--- src/rtl/decode_issue.sv ---
// decode_issue: RV32I decode/issue stage between fetch and execute.
//
// Decodes the incoming instruction into source/destination register usage, drives the register
// file read addresses, tracks in-flight destination registers in a 31-entry scoreboard, stalls
// fetch on RAW hazards and presents one issue slot to execute over a valid/ready handshake.
// Hazard-free throughput is one instruction per cycle.
//
// Optional feature macro: WB_BYPASS_EN
//   Defined:   a source whose only hazard is a pending bit being cleared by writeback in the same
//              cycle issues immediately; the writeback data is captured and forwarded as operand.
//   Undefined: the writeback clear is visible one cycle later; wb_data_ip is unused.
//
// Ports:
//   clk, rst                  clock (rising edge), synchronous active-high reset
//   instr_ip/instr_valid_ip   instruction from fetch; instr_ready_op back-pressures fetch
//   rd_addr1_op/rd_addr2_op   register file read addresses
//   rd_data1_ip/rd_data2_ip   register file read data (1-cycle latency)
//   ex_valid_op/ex_ready_ip   issue handshake to execute
//   ex_instr_op, ex_rd_op     issued instruction word and destination (0 if none)
//   ex_rs1/2_data_op          issued operands
//   wb_valid_ip/wb_addr_ip    writeback retiring a register write; wb_data_ip its data
//   flush_ip                  drops the issue slot (branch redirect)
//   sb_pending_op             scoreboard bitmap, bit 0 always 0

module decode_issue #(
  parameter int unsigned XW = 32
) (
  input  logic          clk,
  input  logic          rst,
  input  logic [31:0]   instr_ip,
  input  logic          instr_valid_ip,
  output logic          instr_ready_op,
  output logic [4:0]    rd_addr1_op,
  output logic [4:0]    rd_addr2_op,
  input  logic [XW-1:0] rd_data1_ip,
  input  logic [XW-1:0] rd_data2_ip,
  output logic          ex_valid_op,
  input  logic          ex_ready_ip,
  output logic [31:0]   ex_instr_op,
  output logic [4:0]    ex_rd_op,
  output logic [XW-1:0] ex_rs1_data_op,
  output logic [XW-1:0] ex_rs2_data_op,
  input  logic          wb_valid_ip,
  input  logic [4:0]    wb_addr_ip,
  input  logic [XW-1:0] wb_data_ip,
  input  logic          flush_ip,
  output logic [31:0]   sb_pending_op
);

  // Decode
  logic       use_rs1, use_rs2, writes_rd;
  logic [4:0] dec_rs1, dec_rs2, dec_rd;

  always_comb begin
    use_rs1   = 1'b0;
    use_rs2   = 1'b0;
    writes_rd = 1'b0;
    case (instr_ip[6:0])
      7'b0110011: begin
        use_rs1   = 1'b1;
        use_rs2   = 1'b1;
        writes_rd = 1'b1;
      end
      7'b0010011, 7'b0000011, 7'b1100111: begin
        use_rs1   = 1'b1;
        writes_rd = 1'b1;
      end
      7'b0100011, 7'b1100011: begin
        use_rs1 = 1'b1;
        use_rs2 = 1'b1;
      end
      7'b0110111, 7'b0010111, 7'b1101111: begin
        writes_rd = 1'b1;
      end
      default: ;
    endcase
  end

  assign dec_rs1 = use_rs1   ? instr_ip[19:15] : 5'd0;
  assign dec_rs2 = use_rs2   ? instr_ip[24:20] : 5'd0;
  assign dec_rd  = writes_rd ? instr_ip[11:7]  : 5'd0;

  // State
  logic          slot_valid_q, slot_valid_d;
  logic [31:0]   slot_instr_q, slot_instr_d;
  logic [4:0]    slot_rd_q, slot_rd_d;
  logic [4:0]    slot_rs1_q, slot_rs1_d;
  logic [4:0]    slot_rs2_q, slot_rs2_d;
  logic [31:0]   pending_q, pending_d;

  // Hazard detection; the slot's rd is not yet in pending_q, so it is compared separately.
  logic slot_hit1, slot_hit2, pend_hit1, pend_hit2, haz1, haz2;
  logic accept, ex_fire;

  assign slot_hit1 = slot_valid_q && (slot_rd_q == dec_rs1);
  assign slot_hit2 = slot_valid_q && (slot_rd_q == dec_rs2);
  assign pend_hit1 = pending_q[dec_rs1];
  assign pend_hit2 = pending_q[dec_rs2];

`ifdef WB_BYPASS_EN
  logic          wb_hit1, wb_hit2;
  logic          byp1_vld_q, byp1_vld_d, byp2_vld_q, byp2_vld_d;
  logic [XW-1:0] byp1_q, byp1_d, byp2_q, byp2_d;

  assign wb_hit1 = wb_valid_ip && (wb_addr_ip == dec_rs1);
  assign wb_hit2 = wb_valid_ip && (wb_addr_ip == dec_rs2);
  assign haz1    = (dec_rs1 != 5'd0) && (slot_hit1 || (pend_hit1 && !wb_hit1));
  assign haz2    = (dec_rs2 != 5'd0) && (slot_hit2 || (pend_hit2 && !wb_hit2));
`else
  // Register file has no write-to-read bypass, so a same-cycle clear must still stall.
  logic unused_wb_data;
  assign unused_wb_data = ^wb_data_ip;
  assign haz1 = (dec_rs1 != 5'd0) && (slot_hit1 || pend_hit1);
  assign haz2 = (dec_rs2 != 5'd0) && (slot_hit2 || pend_hit2);
`endif

  assign ex_fire        = slot_valid_q && ex_ready_ip;
  assign instr_ready_op = !flush_ip && (!slot_valid_q || ex_ready_ip) && !haz1 && !haz2;
  assign accept         = instr_valid_ip && instr_ready_op;

  // Next state
  always_comb begin
    slot_valid_d = slot_valid_q;
    slot_instr_d = slot_instr_q;
    slot_rd_d    = slot_rd_q;
    slot_rs1_d   = slot_rs1_q;
    slot_rs2_d   = slot_rs2_q;
    pending_d    = pending_q;

    if (flush_ip) begin
      slot_valid_d = 1'b0;
    end else if (accept) begin
      slot_valid_d = 1'b1;
      slot_instr_d = instr_ip;
      slot_rd_d    = dec_rd;
      slot_rs1_d   = dec_rs1;
      slot_rs2_d   = dec_rs2;
    end else if (ex_fire) begin
      slot_valid_d = 1'b0;
    end

    // Clear first so a same-register set in the same cycle wins.
    if (wb_valid_ip && (wb_addr_ip != 5'd0)) pending_d[wb_addr_ip] = 1'b0;
    if (ex_fire && (slot_rd_q != 5'd0))      pending_d[slot_rd_q]  = 1'b1;
    pending_d[0] = 1'b0;
  end

`ifdef WB_BYPASS_EN
  always_comb begin
    byp1_vld_d = byp1_vld_q;
    byp2_vld_d = byp2_vld_q;
    byp1_d     = byp1_q;
    byp2_d     = byp2_q;
    if (accept) begin
      byp1_vld_d = (dec_rs1 != 5'd0) && pend_hit1 && wb_hit1;
      byp2_vld_d = (dec_rs2 != 5'd0) && pend_hit2 && wb_hit2;
      byp1_d     = wb_data_ip;
      byp2_d     = wb_data_ip;
    end else if (flush_ip || ex_fire) begin
      byp1_vld_d = 1'b0;
      byp2_vld_d = 1'b0;
    end
  end

  always_ff @(posedge clk) begin
    if (rst) begin
      byp1_vld_q <= 1'b0;
      byp2_vld_q <= 1'b0;
      byp1_q     <= '0;
      byp2_q     <= '0;
    end else begin
      byp1_vld_q <= byp1_vld_d;
      byp2_vld_q <= byp2_vld_d;
      byp1_q     <= byp1_d;
      byp2_q     <= byp2_d;
    end
  end

  assign ex_rs1_data_op = byp1_vld_q ? byp1_q : rd_data1_ip;
  assign ex_rs2_data_op = byp2_vld_q ? byp2_q : rd_data2_ip;
`else
  assign ex_rs1_data_op = rd_data1_ip;
  assign ex_rs2_data_op = rd_data2_ip;
`endif

  always_ff @(posedge clk) begin
    if (rst) begin
      slot_valid_q <= 1'b0;
      slot_instr_q <= '0;
      slot_rd_q    <= '0;
      slot_rs1_q   <= '0;
      slot_rs2_q   <= '0;
      pending_q    <= '0;
    end else begin
      slot_valid_q <= slot_valid_d;
      slot_instr_q <= slot_instr_d;
      slot_rd_q    <= slot_rd_d;
      slot_rs1_q   <= slot_rs1_d;
      slot_rs2_q   <= slot_rs2_d;
      pending_q    <= pending_d;
    end
  end

  // While stalled the held sources are re-read; they are never pending, so data stays stable.
  assign rd_addr1_op   = accept ? dec_rs1 : slot_rs1_q;
  assign rd_addr2_op   = accept ? dec_rs2 : slot_rs2_q;
  assign ex_valid_op   = slot_valid_q;
  assign ex_instr_op   = slot_instr_q;
  assign ex_rd_op      = slot_rd_q;
  assign sb_pending_op = pending_q;

endmodule
--- config.mk ---
export PLATFORM = sky130hd
export DESIGN_NAME = decode_issue
export DESIGN_NICKNAME = d
export VERILOG_FILES = /design/src/rtl/decode_issue.sv
export SDC_FILE = /design/constraint.sdc
export NUM_CORES = 1
export LEC_CHECK = 0
export ABC_AREA = 0
export CAP_MARGIN = 20
export CORE_MARGIN = 4
export CORE_UTILIZATION = 36
export CTS_BUF_LIST = sky130_fd_sc_hd__clkbuf_16
export DETAILED_ROUTE_END_ITERATION = 8
export PLACE_DENSITY = 0.9
export REMOVE_ABC_BUFFERS = 1
export SLEW_MARGIN = 30
export SYNTH_ARGS = -nofsm -noshare
export SYNTH_HDL_FRONTEND = slang
export SYNTH_SLANG_ARGS = --single-unit
--- constraint.sdc ---
create_clock -name clk -period 3.8 [get_ports clk]
set_input_delay 0.76 -clock clk [delete_from_list [all_inputs] [get_ports clk]]
set_output_delay 0.76 -clock clk [all_outputs]
set_load 0.02 [all_outputs]
# == Word-level counts from Yosys, hierarchy flattened ==
# Cells that the tools add are included.
# totals
reg_bits,80
inputBits,139
out_inout_bits,145
word_cells,78
# classes
n_lt_le_gt_ge,6
n_eq_ne,11
n_mux,20
n_bitwise,4
n_reduce_logical,30
# ops
operator,count
$mux 32,2
$and 32x32->32,1
$not 32->32,1
$or 32x32->32,1
$mux 5,5
$lt 5x6->1 const B,4
$eq 7x6->1 const B,3
$eq 7x7->1 const B,3
$reduce_bool 5->1,4
$eq 7x5->1 const B,2
$logic_and 1x1->1,13
$bmux 1 s5,2
$demux 1 s5,2
$eq 5x5->1,2
$ge 5x1->1 const B,2
$mux 1,9
$eq 7x2->1 const B,1
$reduce_or 7->1,1
$reduce_or 6->1,1
$logic_not 1->1,4
$logic_or 1x1->1,3
$reduce_or 3->1,1
$reduce_and 2->1,1
$reduce_bool 2->1,1
2 further kinds,2

# == Depth between registers and ports, before layout ==
# logic_depth
depth_word,13
ltp_mapped,12
mapped_depth_nobuf,7

# == Least setup slack after synthesis ==
# Ideal clock, no wire load.
# synth_timing
kind,input to output
from,input port instr_ip[24]
to,output port rd_addr1_op[0]
arrival_time_ns,3.210
t_required_ns,3.040
slack_ns,-0.170
path_stages,11
n_path_buf,4
cell_sequence,buf_1 nand2_1 or4_4 a2111oi_4 nor3_2 a31oi_4 and3_1 buf_4 buf_8 buf_12 mux2i_1
# synth_via
elab_chain_len,9
elab_cells_between_ends,12
cone_classes,1 x eq/ne; 4 x mux; 7 x reduce/logical
# synth_lines
element,line_no,rtl
"start, declared",30,"input logic [31:0] instr_ip,"
$mux 5 (*),80,assign dec_rs2 = use_rs2 ? instr_ip[24:20] : 5'd0;
$bmux 1 s5 / $eq 5x5->1 (equally long branches),"98, 96",
$mux 1 (implied by the code) / $logic_and 1x1->1 (equally long branches),"98, 96",
$logic_or 1x1->1,114,assign haz2 = (dec_rs2 != 5'd0) && (slot_hit2 || pend_hit2);
$logic_and 1x1->1 (*),114,
$logic_not 1->1 (*),118,assign instr_ready_op = !flush_ip && (!slot_valid_q || ex_ready_ip) && !haz1 && !haz2;
$logic_and 1x1->1 (*),118,
$logic_and 1x1->1 (*),119,assign accept = instr_valid_ip && instr_ready_op;
$mux 5 (*),-,
"end, declared",33,"output logic [4:0] rd_addr1_op,"
# Mark *: on every way between the ends. The rest lies on a longest branch, timed or not. The select of a mux whose other input is x is not followed.

# == Final worst setup path ==
# layout_timing
from,input port instr_ip[4]
to,output port rd_addr2_op[4]
# layout_via
elab_chain_len,13
elab_cells_between_ends,32
cone_classes,8 x eq/ne; 9 x mux; 15 x reduce/logical
# layout_lines
element,line_no,rtl
"$eq 7x5->1, or another cell as far along",58,case (instr_ip[6:0])
$reduce_or 6->1 (no line),-,
$mux 1,58,
$mux 5,79,assign dec_rs1 = use_rs1 ? instr_ip[19:15] : 5'd0;
$bmux 1 s5 / $eq 5x5->1 (equally long branches),"97, 95",
$mux 1 (implied by the code) / $logic_and 1x1->1 (equally long branches),"97, 95",
$logic_or 1x1->1,113,assign haz1 = (dec_rs1 != 5'd0) && (slot_hit1 || pend_hit1);
$logic_and 1x1->1,113,
$logic_not 1->1,118,
$logic_and 1x1->1 (2 in series),118,
$logic_and 1x1->1,119,
$mux 5 (*),-,
"end, declared",34,"output logic [4:0] rd_addr2_op,"
# Marks and branches as above.

==> impl_metrics.csv <==
group,metric,value,unit
setup_path,crit_fanout,8,
power_and_ir_drop,p_int,1581,uW
power_and_ir_drop,pwr-share-clk,0.438,
clock_tree,cts_buffer_depth,2,
setup_path,worstSetupStartpointType,"input pin",
logic_synthesis,synthFlopType,"dfxtp_1",
final_layout,drive_gt1_frac,0.2462,
logic_synthesis,ys_ff_latch,79,
logic_synthesis,netlist_instances,602,
final_layout,seq_area,1582,um^2
timing,worst_pin_slew,0.5987,ns
power_and_ir_drop,leakagePower,0.002562,uW
timing,slew_headroom,0.5991,
logic_synthesis,synth_area_leaders,"dfxtp_1, buf_4, mux2i_1, nand2b_1, o21ai_0",
logic_synthesis,syn_area_per_cell,8.418,um^2
setup_path,max_stage_delay,0.54,ns
power_and_ir_drop,swShare,0.2509,
setup_path,endpoint_kind,"primary output",
grt,grt_pass1_vias,4855,
logic_synthesis,syn_area,5067,um^2
drt,drt_iter0_markers,298,
final_layout,final_cell_mix,"clkdlybuf4s50_1, buf_4, dfxtp_1, nand2b_1, nand2_1",
logic_synthesis,synth_warnings,0,
timing,finClkSkew,0.008174,ns
timing,setup_viol,0,
timing,rsz0062_at_grt,"true",
timing,min_period,3.751,ns
timing,slew_viol_final,0,
place,portBuffers,122,
timing,fin_tns_setup,0,ns
grt,grtUsageTotal,0.2489,
final_layout,area_growth,36.05,%
clock_tree,cts.reportedPaths.clkPinSlew,0.06,ns
drt,ant_nets,0,
drt,vias,4983,
flow_run,drv_cap,0,
setup_path,critPathMostFrequentCell,"buf_6",
floorplan,die_w,126.6,um
place,place.gp.congestion,1.006,
setup_path,required,3.04,ns
power_and_ir_drop,pwr-share-seq,0.406,
logic_synthesis,ys_types,57,
drt,drc,0,
grt,overflow,0,
timing,period_share,0.9871,
logic_synthesis,synth_edf_count,0,
floorplan,coreArea,13830,um^2
floorplan,ios,284,
timing,hold_viol_final,0,
drt,firstDrtPassIters,5,
drt,wl_per_cell,22.52,um
power_and_ir_drop,comb_power_share,0.156,
floorplan,die_h,126.6,um
grt,grt_first_pass_wirelength,30.46,mm
logic_synthesis,netlist.area_leader.share,0.3121,
setup_path,critPathArrivalTime,2.99,ns
final_layout,fill_cells,1250,
floorplan,start_util,0.3665,
setup_path,crit_chain,"buf_6 > and2_4 > or4_4 > a2111oi_4 > nor3_2 > a31oi_4 > and3_4 > buf_6 > mux2i_2 > buf_4",
power_and_ir_drop,totalPowerFinal,2110,uW
clock_tree,clock-sinks,79,
setup_path,crit_family,"simple AND/OR/NAND/NOR gates",
timing,max_freq,266.6,MHz
power_and_ir_drop,max-vdd-ir-drop,187.3,uV
setup_path,crit_path_top_delay_cell,"or4_4",
timing,whs,0.4741,ns
drt,viasPerCell,5.488,
clock_tree,numCtsBuffers,9,
clock_tree,hold_buffers,0,
clock_tree,clk_latency,0.34,ns
floorplan,die-area,16040,um^2
setup_path,cp_num_buf_inv,3,
clock_tree,cts_tree,"yes",
logic_synthesis,async_reset_ff_frac,0,
setup_path,crit_type,"input pin to primary output",
outcome,outcome,"completed",
clock_tree,htree_levels,3,
place,hpwl,15.94,mm
final_layout,layout.nets,861,
grt,grt_max_degree,67,
power_and_ir_drop,power_density,306.1,nW/um^2
power_and_ir_drop,switchingPower,529.3,uW
final_layout,multi_input_area,2890,um^2
grt,antenna_found_initial,1,
logic_synthesis,synth_top_area_cell,"dfxtp_1",
logic_synthesis,ys_seq_area_frac,0.3121,
clock_tree,root_buffer,"clkbuf_16",
setup_path,ff2ff_setup_slack,1.18,ns
floorplan,fp-row-count,43,
hold_path,min-delay-path-class,"flip-flop to flip-flop",
drt,drt_wl_total,20.45,mm
-- through the flow --
step                        util  std cells  cell area, um^2  setup WS (ns)
after floorplan                -        499             4359         -1.785
final                     0.4986        908             6894        0.04907
after CTS                 0.4929        901             6815        0.01175
after global placement    0.4638        882             6414        -0.8058
after detailed placement  0.4638        882             6414        -0.8707
after global routing      0.4986        908             6894       -0.04693
-- kinds of logic (layout without fill, tap and decap cells) --
family / count (synthesis) / count (layout) / share of synthesized area
AO/OA/AOI/OAI: 108 / 108 / 0.1291
XOR/XNOR: 8 / 8 / 0.01383
buffers and inverters: 117 / 242 / 0.1501
flip-flops: 79 / 79 / 0.3121
multiplexers: 68 / 68 / 0.1523
other: 1 / 2 / 0.0007400
AND/OR/NAND/NOR: 221 / 221 / 0.2417
-- routing by layer --
metal | track usage | share of wire | routed length, um
met1 | 0.3143 | 0.39 | 8072
met2 | 0.3412 | 0.41 | 8281
met3 | 0.1655 | 0.17 | 3555
met4 | 0.06120 | 0.019 | 396
met5 | 0.08669 | 0.0068 | 139
-- registers in the layout, summed over array words and instances (netlist names) --
signal         flops
ex_instr_op       32
sb_pending_op     31
ex_rd_op           5
slot_rs1_q         5
slot_rs2_q         5
ex_valid_op        1
-- cell type report --
type,instances,area share
multi-input cells,406,0.4192
repair buffers,212,0.2653
flip-flops and latches,79,0.2294
clock buffers,9,0.03267
well taps,180,0.03267
clock inverters,7,0.01270
inverters,14,0.007623
diodes,1,0.0003630
-- worst paths after layout --
path / cells past startpoint / endpoint / from
max reg2reg: 8 / slot_rs1_q[4] / ex_rd_op[3]
max: 10 / rd_addr2_op[4] / instr_ip[4]
min: 2 / ex_instr_op[19] / ex_instr_op[19]
min reg2reg: 2 / ex_instr_op[19] / ex_instr_op[19]
-- synth_stat cells (3+ instances only) --
cell / instances
nand2b_1: 69
nand3b_1: 6
nand3_1: 7
buf_4: 66
o21ai_0: 39
a31oi_1: 5
buf_1: 3
nor3b_1: 6
mux2_2: 3
buf_12: 3
and2_1: 4
dfxtp_1: 79
inv_1: 14
xnor2_1: 5
nand4_1: 10
buf_2: 5
mux2i_1: 49
nor2b_1: 12
clkbuf_1: 24
o211ai_1: 5
a21oi_1: 36
nor3_1: 6
o31ai_1: 8
mux4_2: 6
nor4_1: 3
mux2_1: 10
nand2_1: 51
nor2_1: 32
xor2_1: 3
-- power by group through the flow --
stage | Clock (uW) | Sequential (uW) | Combinational (uW)
after floorplan | 0 | 897 | 102
after global placement | 0 | 875 | 310
after detailed placement | 0 | 876 | 315
after CTS | 935 | 857 | 320
after global routing | 967 | 859 | 351
final | 924 | 857 | 329
-- worst register-to-register path: stages (launching register included) --
cell and delay (ns):
dfxtp_1 0.56, xnor2_1 0.12, a31oi_1 0.32, a2111oi_4 0.14, nor4_2 0.34, and3_4 0.35
buf_4 0.16, buf_4 0.19, mux2_1 0.34
-- timing repair --
item	CTS	global route
endpoints found under the setup margin	11	11
pin swaps	13	17
setup buffers	3	6
gates resized for setup	102	47
No activity file was read; power rests on OpenSTA's default activity.
==> variant: new RTL, same settings <==
Add a define of `WB_BYPASS_EN`.
--- a/src/rtl/decode_issue.sv
+++ b/src/rtl/decode_issue.sv
@@ -21,6 +21,8 @@
 //   wb_valid_ip/wb_addr_ip    writeback retiring a register write; wb_data_ip its data
 //   flush_ip                  drops the issue slot (branch redirect)
 //   sb_pending_op             scoreboard bitmap, bit 0 always 0
+
+`define WB_BYPASS_EN
 
 module decode_issue #(
   parameter int unsigned XW = 32
Function: changed (Yosys sat finds a counterexample within 4 cycles, from zero or initial values and one cycle with rst high).
==> variant against the unedited design <==
The flow now finishes with violations (setup timing). Setup slack got worse by 0.19 ns. Synthesized area increased by 39%. Sequential cell count increased by 34. Core utilization increased by 13 points. Wire length increased by 56%. Sequential power increased by 45%. Total power increased by 64%. Cell area increased by 73%. Critical endpoint is now rd_addr1_op[2].
==> variant: results <==
{
  "cp_slowest_cell": "mux4_2",
  "hold_path_end": "ex_instr_op[15]",
  "clk_latency_ns": 0.42,
  "nets": 1343,
  "drt_pass1_iterations": 7,
  "layout_setup_ws_ns": -0.139,
  "yosysUniqueCellTypes": 60,
  "skew_ns": 0.00953,
  "critPathMaxFanout": 6,
  "status": "finished, violations left",
  "yosysSeqAreaShare": 0.321,
  "hpwl_um": 22200,
  "slew_headroom": 0.560,
  "dp_slack_ns": -1.04,
  "regToRegEndpoint": "ex_rd_op[3]",
  "nFillCells": 1529,
  "r2r_cells": 10,
  "power_switching_mw": 0.913,
  "grt_start_max_net_pins": 65,
  "wl_met3_um": 3060,
  "setup_viol": 9,
  "cts_buffers": 17,
  "violations": "setup timing",
  "p_seq_mw": 1.24,
  "met2_wirelength_um": 15500,
  "grt_pass1_vias": 8665,
  "port_buffers": 282,
  "antenna_found_initial": 4,
  "ir_drop_mv": 0.313,
  "synth_mux_area_frac": 0.184,
  "gp_congestion": 0.956,
  "p_leak_nw": 4.46
}
[variant: how the worst max path moves through the flow]
stage and end:
3_3_place_gp rd_addr1_op[3], 2_1_floorplan rd_addr1_op[1], 3_5_place_dp rd_addr1_op[3], 6_report rd_addr1_op[2], 4_1_cts rd_addr1_op[2], 5_1_grt rd_addr1_op[2]
[variant: worst max-delay path, delay by kind of cell]
family                 cells  cell delay, ns
muxes                      4            1.11
buffers and inverters      5            0.65
AOI/OAI and AO/OA          2            0.40
and+or+nand+nor            1            0.26
[variant: area by class of cell]
cell class              instances  share of cell area
inverters                       9             0.00283
flip-flops and latches        113               0.189
repair buffers                448               0.353
clock inverters                13             0.00879
diodes                          1            0.000209
multi-input cells             615               0.383
well taps                     260              0.0272
clock buffers                  17              0.0356
[variant: what timing repair did]
item / 4_1_cts / 5_1_grt
buffers inserted: 33 / 13
pin swaps: 30 / 17
gates resized for setup: 133 / 32
endpoints found under the setup margin: 11 / 11
cloned: 5 / 0
[variant: metal layers]
| layer | track usage | vias up |
|---|---|---|
| met5 | 0 | - |
| met4 | 0.114 | 6 |
| met3 | 0.0708 | 151 |
| met2 | 0.473 | 626 |
| met1 | 0.316 | 4173 |
| li1 | - | 3888 |
[variant: stage by stage]
| step | utilization | TNS, ns | cells | hold WS [ns] | instance area, um^2 |
|---|---|---|---|---|---|
| final | 0.629 | -0.877 | 1476 | 0.464 | 12000 |
| after global routing | 0.629 | -1.46 | 1476 | 0.496 | 12000 |
| after CTS | 0.619 | -0.0135 | 1464 | 0.468 | 11800 |
| after detailed placement | 0.563 | -9.61 | 1396 | 0.460 | 10700 |
| after global placement | 0.563 | -8.68 | 1396 | 0.453 | 10700 |
| after floorplan | - | -45.81 | 737 | 0.444 | 6640 |
